File: src/rtl/mac_stream_feeder_if.sv
// mac_stream_feeder_if: operand/result bus between the stream feeder and the MAC.
//   vinput / vinput_tvalid / vinput_tlast : vector beat stream (feeder -> MAC)
//   M_row / M_row_tvalid / M_row_tlast    : matrix beat stream, A 64-bit lanes (feeder -> MAC)
//   beta_tvalid / beta                    : final accumulation result (MAC -> feeder)
// There is no tready: the MAC must accept one beat per cycle.
interface mac_stream_feeder_if #(
  parameter int unsigned A = 2
);
  logic [63:0]     vinput;
  logic            vinput_tvalid;
  logic            vinput_tlast;
  logic [A*64-1:0] M_row;
  logic            M_row_tvalid;
  logic            M_row_tlast;
  logic            beta_tvalid;
  logic [A*64-1:0] beta;

  modport master (
    output vinput, vinput_tvalid, vinput_tlast,
    output M_row, M_row_tvalid, M_row_tlast,
    input  beta_tvalid, beta
  );

  modport slave (
    input  vinput, vinput_tvalid, vinput_tlast,
    input  M_row, M_row_tvalid, M_row_tlast,
    output beta_tvalid, beta
  );
endinterface

File: src/rtl/mac_stream_feeder.sv
// mac_stream_feeder: source end of the MAC operand interface.
// Holds a J-entry operand vector and a J-beat matrix (A lanes per beat) in local RAM. On start
// it streams len gap-free beats onto the MAC bus (tlast on the final beat), then waits for the
// MAC's beta_tvalid, captures beta into result and pulses done.
// Ports:
//   clk, rst                       clock, asynchronous active-high reset
//   v_wr_en/v_wr_addr/v_wr_data    vector RAM write (IDLE only, addr < J)
//   m_wr_en/m_wr_addr/m_wr_data    matrix RAM write (IDLE only, addr < J)
//   start, len                     run request; len sampled with start, legal 1..J
//   busy                           high from accepted start until done
//   cfg_err                        one-cycle pulse when start is rejected for a bad len
//   mac                            MAC bus (master side)
//   result, done                   captured beta, one-cycle capture pulse
module mac_stream_feeder #(
  parameter int unsigned J = 14,
  parameter int unsigned A = 2,
  localparam int unsigned J_WIDTH = $clog2(J) + 1
) (
  input  logic                   clk,
  input  logic                   rst,
  input  logic                   v_wr_en,
  input  logic [J_WIDTH-1:0]     v_wr_addr,
  input  logic [63:0]            v_wr_data,
  input  logic                   m_wr_en,
  input  logic [J_WIDTH-1:0]     m_wr_addr,
  input  logic [A*64-1:0]        m_wr_data,
  input  logic                   start,
  input  logic [J_WIDTH-1:0]     len,
  output logic                   busy,
  output logic                   cfg_err,
  mac_stream_feeder_if.master    mac,
  output logic [A*64-1:0]        result,
  output logic                   done
);

  // RAM index width; the J_WIDTH-wide addresses are range-checked before slicing.
  localparam int unsigned AW = (J > 1) ? $clog2(J) : 1;
  localparam logic [J_WIDTH-1:0] JMax = J_WIDTH'(J);

  typedef enum logic [1:0] {StIdle, StStream, StWait, StDone} state_e;

  state_e state_q, state_d;

  logic [J_WIDTH-1:0] k_q, k_d;
  logic [J_WIDTH-1:0] len_q, len_d;
  logic               tvalid_q, tvalid_d;
  logic               tlast_q, tlast_d;
  logic               cfg_err_q, cfg_err_d;
  logic               rd_en;
  logic               capture;
  logic               last_beat;
  logic               v_we, m_we;

  logic [63:0]     v_mem [J];
  logic [A*64-1:0] m_mem [J];

  logic [63:0]     vinput_q;
  logic [A*64-1:0] m_row_q;
  logic [A*64-1:0] result_q;

  // Writes only while idle, so a run always streams a stable snapshot of the RAM.
  assign v_we = v_wr_en && (state_q == StIdle) && (v_wr_addr < JMax);
  assign m_we = m_wr_en && (state_q == StIdle) && (m_wr_addr < JMax);

  always_ff @(posedge clk) begin
    if (v_we) v_mem[v_wr_addr[AW-1:0]] <= v_wr_data;
    if (m_we) m_mem[m_wr_addr[AW-1:0]] <= m_wr_data;
  end

  assign last_beat = (k_q == len_q - J_WIDTH'(1));

  always_ff @(posedge clk or posedge rst) begin
    if (rst) begin
      state_q <= StIdle;
    end else begin
      state_q <= state_d;
    end
  end

  always_comb begin
    state_d   = state_q;
    k_d       = k_q;
    len_d     = len_q;
    tvalid_d  = 1'b0;
    tlast_d   = 1'b0;
    cfg_err_d = 1'b0;
    rd_en     = 1'b0;
    capture   = 1'b0;
    unique case (state_q)
      StIdle: begin
        if (start) begin
          if ((len != '0) && (len <= JMax)) begin
            len_d   = len;
            k_d     = '0;
            state_d = StStream;
          end else begin
            cfg_err_d = 1'b1;
          end
        end
      end
      StStream: begin
        // Read issued now; the beat and its flags appear on the bus next cycle.
        rd_en    = 1'b1;
        tvalid_d = 1'b1;
        tlast_d  = last_beat;
        if (last_beat) begin
          state_d = StWait;
        end else begin
          k_d = k_q + J_WIDTH'(1);
        end
      end
      StWait: begin
        if (mac.beta_tvalid) begin
          capture = 1'b1;
          state_d = StDone;
        end
      end
      StDone: begin
        state_d = StIdle;
      end
      default: begin
        state_d = StIdle;
      end
    endcase
  end

  always_ff @(posedge clk or posedge rst) begin
    if (rst) begin
      k_q       <= '0;
      len_q     <= '0;
      tvalid_q  <= 1'b0;
      tlast_q   <= 1'b0;
      cfg_err_q <= 1'b0;
      vinput_q  <= '0;
      m_row_q   <= '0;
      result_q  <= '0;
    end else begin
      k_q       <= k_d;
      len_q     <= len_d;
      tvalid_q  <= tvalid_d;
      tlast_q   <= tlast_d;
      cfg_err_q <= cfg_err_d;
      // Data holds its last value between runs; only tvalid qualifies it.
      if (rd_en) begin
        vinput_q <= v_mem[k_q[AW-1:0]];
        m_row_q  <= m_mem[k_q[AW-1:0]];
      end
      if (capture) result_q <= mac.beta;
    end
  end

  assign busy    = (state_q == StStream) || (state_q == StWait);
  assign done    = (state_q == StDone);
  assign cfg_err = cfg_err_q;
  assign result  = result_q;

  assign mac.vinput        = vinput_q;
  assign mac.vinput_tvalid = tvalid_q;
  assign mac.vinput_tlast  = tlast_q;
  assign mac.M_row         = m_row_q;
  assign mac.M_row_tvalid  = tvalid_q;
  assign mac.M_row_tlast   = tlast_q;

endmodule

File: src/flat_wrapper.sv
// flat-port wrapper written by rule: the top's interface ports become plain ports
module mac_stream_feeder_flat 
#(
  parameter int unsigned J = 14,
  parameter int unsigned A = 2,
  localparam int unsigned J_WIDTH = $clog2(J) + 1
)
  (clk, rst, v_wr_en, v_wr_addr, v_wr_data, m_wr_en, m_wr_addr, m_wr_data, start, len, busy, cfg_err, result, done, mac_vinput, mac_vinput_tvalid, mac_vinput_tlast, mac_M_row, mac_M_row_tvalid, mac_M_row_tlast, mac_beta_tvalid, mac_beta);
  mac_stream_feeder_if #(.A(A)) mac_i ();
  input  logic clk;
  input  logic rst;
  input  logic v_wr_en;
  input  logic [J_WIDTH-1:0] v_wr_addr;
  input  logic [63:0] v_wr_data;
  input  logic m_wr_en;
  input  logic [J_WIDTH-1:0] m_wr_addr;
  input  logic [A*64-1:0] m_wr_data;
  input  logic start;
  input  logic [J_WIDTH-1:0] len;
  output logic busy;
  output logic cfg_err;
  output logic [A*64-1:0] result;
  output logic done;
  output wire logic [$bits(mac_i.vinput)-1:0] mac_vinput;
  output wire logic [$bits(mac_i.vinput_tvalid)-1:0] mac_vinput_tvalid;
  output wire logic [$bits(mac_i.vinput_tlast)-1:0] mac_vinput_tlast;
  output wire logic [$bits(mac_i.M_row)-1:0] mac_M_row;
  output wire logic [$bits(mac_i.M_row_tvalid)-1:0] mac_M_row_tvalid;
  output wire logic [$bits(mac_i.M_row_tlast)-1:0] mac_M_row_tlast;
  input wire logic [$bits(mac_i.beta_tvalid)-1:0] mac_beta_tvalid;
  input wire logic [$bits(mac_i.beta)-1:0] mac_beta;
  assign mac_vinput = mac_i.vinput;
  assign mac_vinput_tvalid = mac_i.vinput_tvalid;
  assign mac_vinput_tlast = mac_i.vinput_tlast;
  assign mac_M_row = mac_i.M_row;
  assign mac_M_row_tvalid = mac_i.M_row_tvalid;
  assign mac_M_row_tlast = mac_i.M_row_tlast;
  assign mac_i.beta_tvalid = mac_beta_tvalid;
  assign mac_i.beta = mac_beta;
  mac_stream_feeder #(.J(J), .A(A)) u_core (.clk(clk), .rst(rst), .v_wr_en(v_wr_en), .v_wr_addr(v_wr_addr), .v_wr_data(v_wr_data), .m_wr_en(m_wr_en), .m_wr_addr(m_wr_addr), .m_wr_data(m_wr_data), .start(start), .len(len), .busy(busy), .cfg_err(cfg_err), .mac(mac_i), .result(result), .done(done));
endmodule
File: config.mk
export PLATFORM = sky130hd
export DESIGN_NAME = mac_stream_feeder_flat
export DESIGN_NICKNAME = d
export VERILOG_FILES = /design/src/rtl/mac_stream_feeder_if.sv /design/src/rtl/mac_stream_feeder.sv /design/src/flat_wrapper.sv
export SDC_FILE = /design/constraint.sdc
export NUM_CORES = 2
export LEC_CHECK = 0
export ABC_AREA = 1
export CAP_MARGIN = 0
export CELL_PAD_IN_SITES_DETAIL_PLACEMENT = 1
export CELL_PAD_IN_SITES_GLOBAL_PLACEMENT = 1
export CORE_UTILIZATION = 53
export CTS_CLUSTER_DIAMETER = 60
export DETAILED_ROUTE_END_ITERATION = 10
export PLACE_DENSITY_LB_ADDON = 0.1
export SETUP_SLACK_MARGIN = 0.4
export SLEW_MARGIN = 25
export SYNTH_ARGS = -nofsm -noshare
export SYNTH_HDL_FRONTEND = slang
export SYNTH_SLANG_ARGS = --single-unit
export TNS_END_PERCENT = 5
File: constraint.sdc
create_clock -name clk -period 19.5 [get_ports clk]
set_input_delay 2.925 -clock clk [delete_from_list [all_inputs] [get_ports clk]]
set_output_delay 2.925 -clock clk [all_outputs]
set_load 0.05 [all_outputs]
==> metrics.md <==
| Metric | Value |
|---|---|
| CP arrival | 6440 ps |
| Num CTS Buffers | 327 |
| Final setup viols | 0 |
| Slew Limit Fails | 0 |
| H-tree levels | 5 |
| Die Y-Extent | 474 µm |
| # nets final | 10400 |
| DR WL/cell | 27.4 µm |
| Setup TNS Final | 0 ps |
| Post-CTS Hold Fix Bufs | 0 |
| GPL Wtd Cong | 0.811 |
| Vias per inst | 6.02 |
| CP max FO | 52 |
| Post-CTS Resized | 0 |
| CP max stage cell | buf_4 |
| Vias in the first global route | 84400 |
| Final antenna-violating net count | 0 |
| Fmax achieved | 0.169 GHz |
| PwrDens | 142 mW/mm² |
| CP max stage delay | 790 ps |
| Fillcell total | 21600 |
| Largest delay contributor family on the critical path | buffers and inverters |
| Commonest non-fill, non-tap cell in the layout | edfxtp_1 |
| # Post-CTS Setup Buffers | 0 |
| Worst r2r src | u_core.k_q[0] |
| Avg Inst Size Synth | 12.4 µm² |
| Routed wire length | 364000 µm |
| Clock root buffer | clkbuf_16 |
| Hold Path End | u_core.mac.M_row[47] |
| First-pass GRT wire length | 537000 µm |
| Clock latency on the worst-skew pair | 950 ps |
| WP depth | 8 |
| Worst r2r dst | u_core.mac.vinput[48] |
| Post-Syn Nets | 9909 |
| Sequential element share of the synthesized area | 75.4% |
| PortBufs | 667 |
| Die area | 0.225 mm² |
| Share of cells above drive strength 1 | 7.01% |
| Critical Path End Type | flip-flop |
| Tmin final | 5900 ps |
| Worst EP required | 20040 ps |
| DR vias | 80100 |
| Hold path cells | 2 |
| Outcome | complete, but fails checks |
| Max IR drop VDD | 0.000109 V |
| Cell Rows | 173 |
| Flop-to-flop setup slack | 14120 ps |
| Yosys cell types | 28 |
| Number of detailed-route iterations in the first pass | 8 |
| Fin. Hold Viols | 0 |
| Most frequent cells in the layout | edfxtp_1, nand2_1, nand3_1 |
| Critical-path cell list | clkdlybuf4s50_1, nand2_1, nor2_1, nand2_1, nor2_4, buf_6, buf_4, buf_4 |
| Post-DP HPWL | 196000 µm |
| IO Count | 668 |
| Number of remaining DRC errors | 8 |
| Starting density of the core | 53.3% |
| Die Width | 474 µm |
| Iteration-0 DRC Markers | 7422 |
| Reg2Reg Depth | 12 |
| Max clock buf depth | 4 |
| Unrepaired setup endpoints after global routing | no |
| Clk_skew | 39.2 ps |
| Critical path class | in2reg |
| Failing checks | design-rule violations |
| Clock tree sinks | 3023 |
| Min-delay src | u_core.mac.M_row[47] |
| Fin util | 61.9% |
| Synth Instances | 9562 |
| Max Cap Viol | 0 |
| Total gr overflow | 0 |
| Worst path bufs/invs | 4 |
| Area Growth Syn to Fin | 16.2% |
| Initial antenna violation count | 56 |
| Clk slew on worst S/H paths | 60 ps |
| Largest net degree at the start of global routing | 222 |
| #FFs+latches synth | 3023 |
| Global-route usage over all layers | 32.1% |
| CTS tree | done |
| Critical path launch point type | primary input |
| Leakage | 0.0493 µW |
| Post-synthesis instance area | 0.118 mm² |
| Worst Hold Class | reg2reg |
| Core area | 0.222 mm² |
| Worst slew margin | 18.5% |
| Fin crit share | 30.3% |
| Worst slew pin tran | 1220 ps |
| Synth Warn # | 0 |
==> report_power, final <==
| group | switching [µW] | internal, µW |
|---|---|---|
| combinational | 4200 | 1690 |
| sequential | 259 | 7450 |
| clock | 2480 | 3410 |
| total | 6930 | 12600 |
==> how the worst max path moves through the flow <==
stage | slack (ps) | endpoint | from
after floorplan | 7290 | u_core.cfg_err | rst
after global placement | 12500 | u_core.m_mem[0][119] | m_wr_en
after detailed placement | 12420 | u_core.m_mem[0][10] | m_wr_en
after CTS | 13400 | u_core.m_mem[0][120] | m_wr_en
after global routing | 13560 | u_core.m_mem[0][126] | m_wr_en
final | 13600 | u_core.m_mem[0][120] | m_wr_en
==> layout make-up <==
type | count | area (µm²) | area share, %
diodes | 22 | 55.1 | 0.0401
clock inverters | 120 | 940 | 0.684
multi-input cells | 5835 | 26300 | 19.2
repair buffers | 785 | 7780 | 5.66
flip-flops and latches | 3023 | 89100 | 64.9
well taps | 2975 | 3720 | 2.71
clock buffers | 444 | 9030 | 6.57
inverters | 100 | 423 | 0.308
==> synthesized netlist by cell type (all sizes together) <==
| master | instances | area, µm² |
|---|---|---|
| a21oi | 130 | 651 |
| a22oi | 33 | 248 |
| buf | 311 | 1550 |
| clkbuf | 293 | 1100 |
| clkinv | 1 | 3.75 |
| dfrtp | 335 | 8380 |
| edfxtp | 2688 | 80700 |
| ha | 6 | 75.1 |
| inv | 99 | 372 |
| mux2 | 128 | 1440 |
| nand2 | 2124 | 7970 |
| nand3 | 1397 | 6990 |
| nand3b | 2 | 15.0 |
| nand4 | 1 | 6.26 |
| nor2 | 1180 | 4430 |
| o211ai | 26 | 195 |
| o21a | 2 | 15.0 |
| o21ai | 783 | 3920 |
| o22ai | 20 | 125 |
| or2 | 1 | 6.26 |
| xnor2 | 1 | 8.76 |
| xor2 | 1 | 8.76 |
==> state kept, by name, summed over array words and instances, names as in the netlist <==
register	count
u_core.k_q	5
u_core.mac.vinput	64
u_core.len_q	5
u_core.result	128
u_core.mac.M_row_tlast	1
u_core.state_q	2
u_core.v_mem	896
u_core.m_mem	1792
u_core.mac.M_row	128
u_core.cfg_err	1
u_core.mac.M_row_tvalid	1
==> through the flow <==
stage / area, µm² / power, µW / worst slack [ps] / hold slack (ps) / cells
2_1_floorplan: 118000 / 11600 / 7290 / 489 / 9562
3_3_place_gp: 127000 / 13400 / 12500 / 461 / 12700
3_5_place_dp: 127000 / 13700 / 12420 / 465 / 12700
4_1_cts: 137000 / 19600 / 13400 / 483 / 13300
5_1_grt: 137000 / 20200 / 13560 / 502 / 13300
6_report: 137000 / 19500 / 13600 / 476 / 13300
==> per-layer routing <==
| metal | global-route usage (%) | wire (µm) | vias to the layer above |
|---|---|---|---|
| met5 | 0 | 339 | - |
| met1 | 42.3 | 146000 | 41600 |
| met4 | 11.9 | 11800 | 52 |
| met2 | 53.8 | 182000 | 3045 |
| li1 | - | - | 34700 |
| met3 | 5.36 | 24900 | 700 |
==> worst min-delay path: stages (launching register included) <==
cell and delay (ps):
dfrtp_1 340, nand2_1 50, nand2_1 50
==> cell families after synthesis <==
kind of cell | synth area share, %
AND/OR/NAND/NOR | 16.4
flip-flops | 75.4
AO/OA/AOI/OAI | 4.36
buffers and inverters | 2.56
multiplexers | 1.22
adder cells (fa/ha/maj) | 0.0635
XOR/XNOR | 0.0148
(Power assumes the default switching activity.)
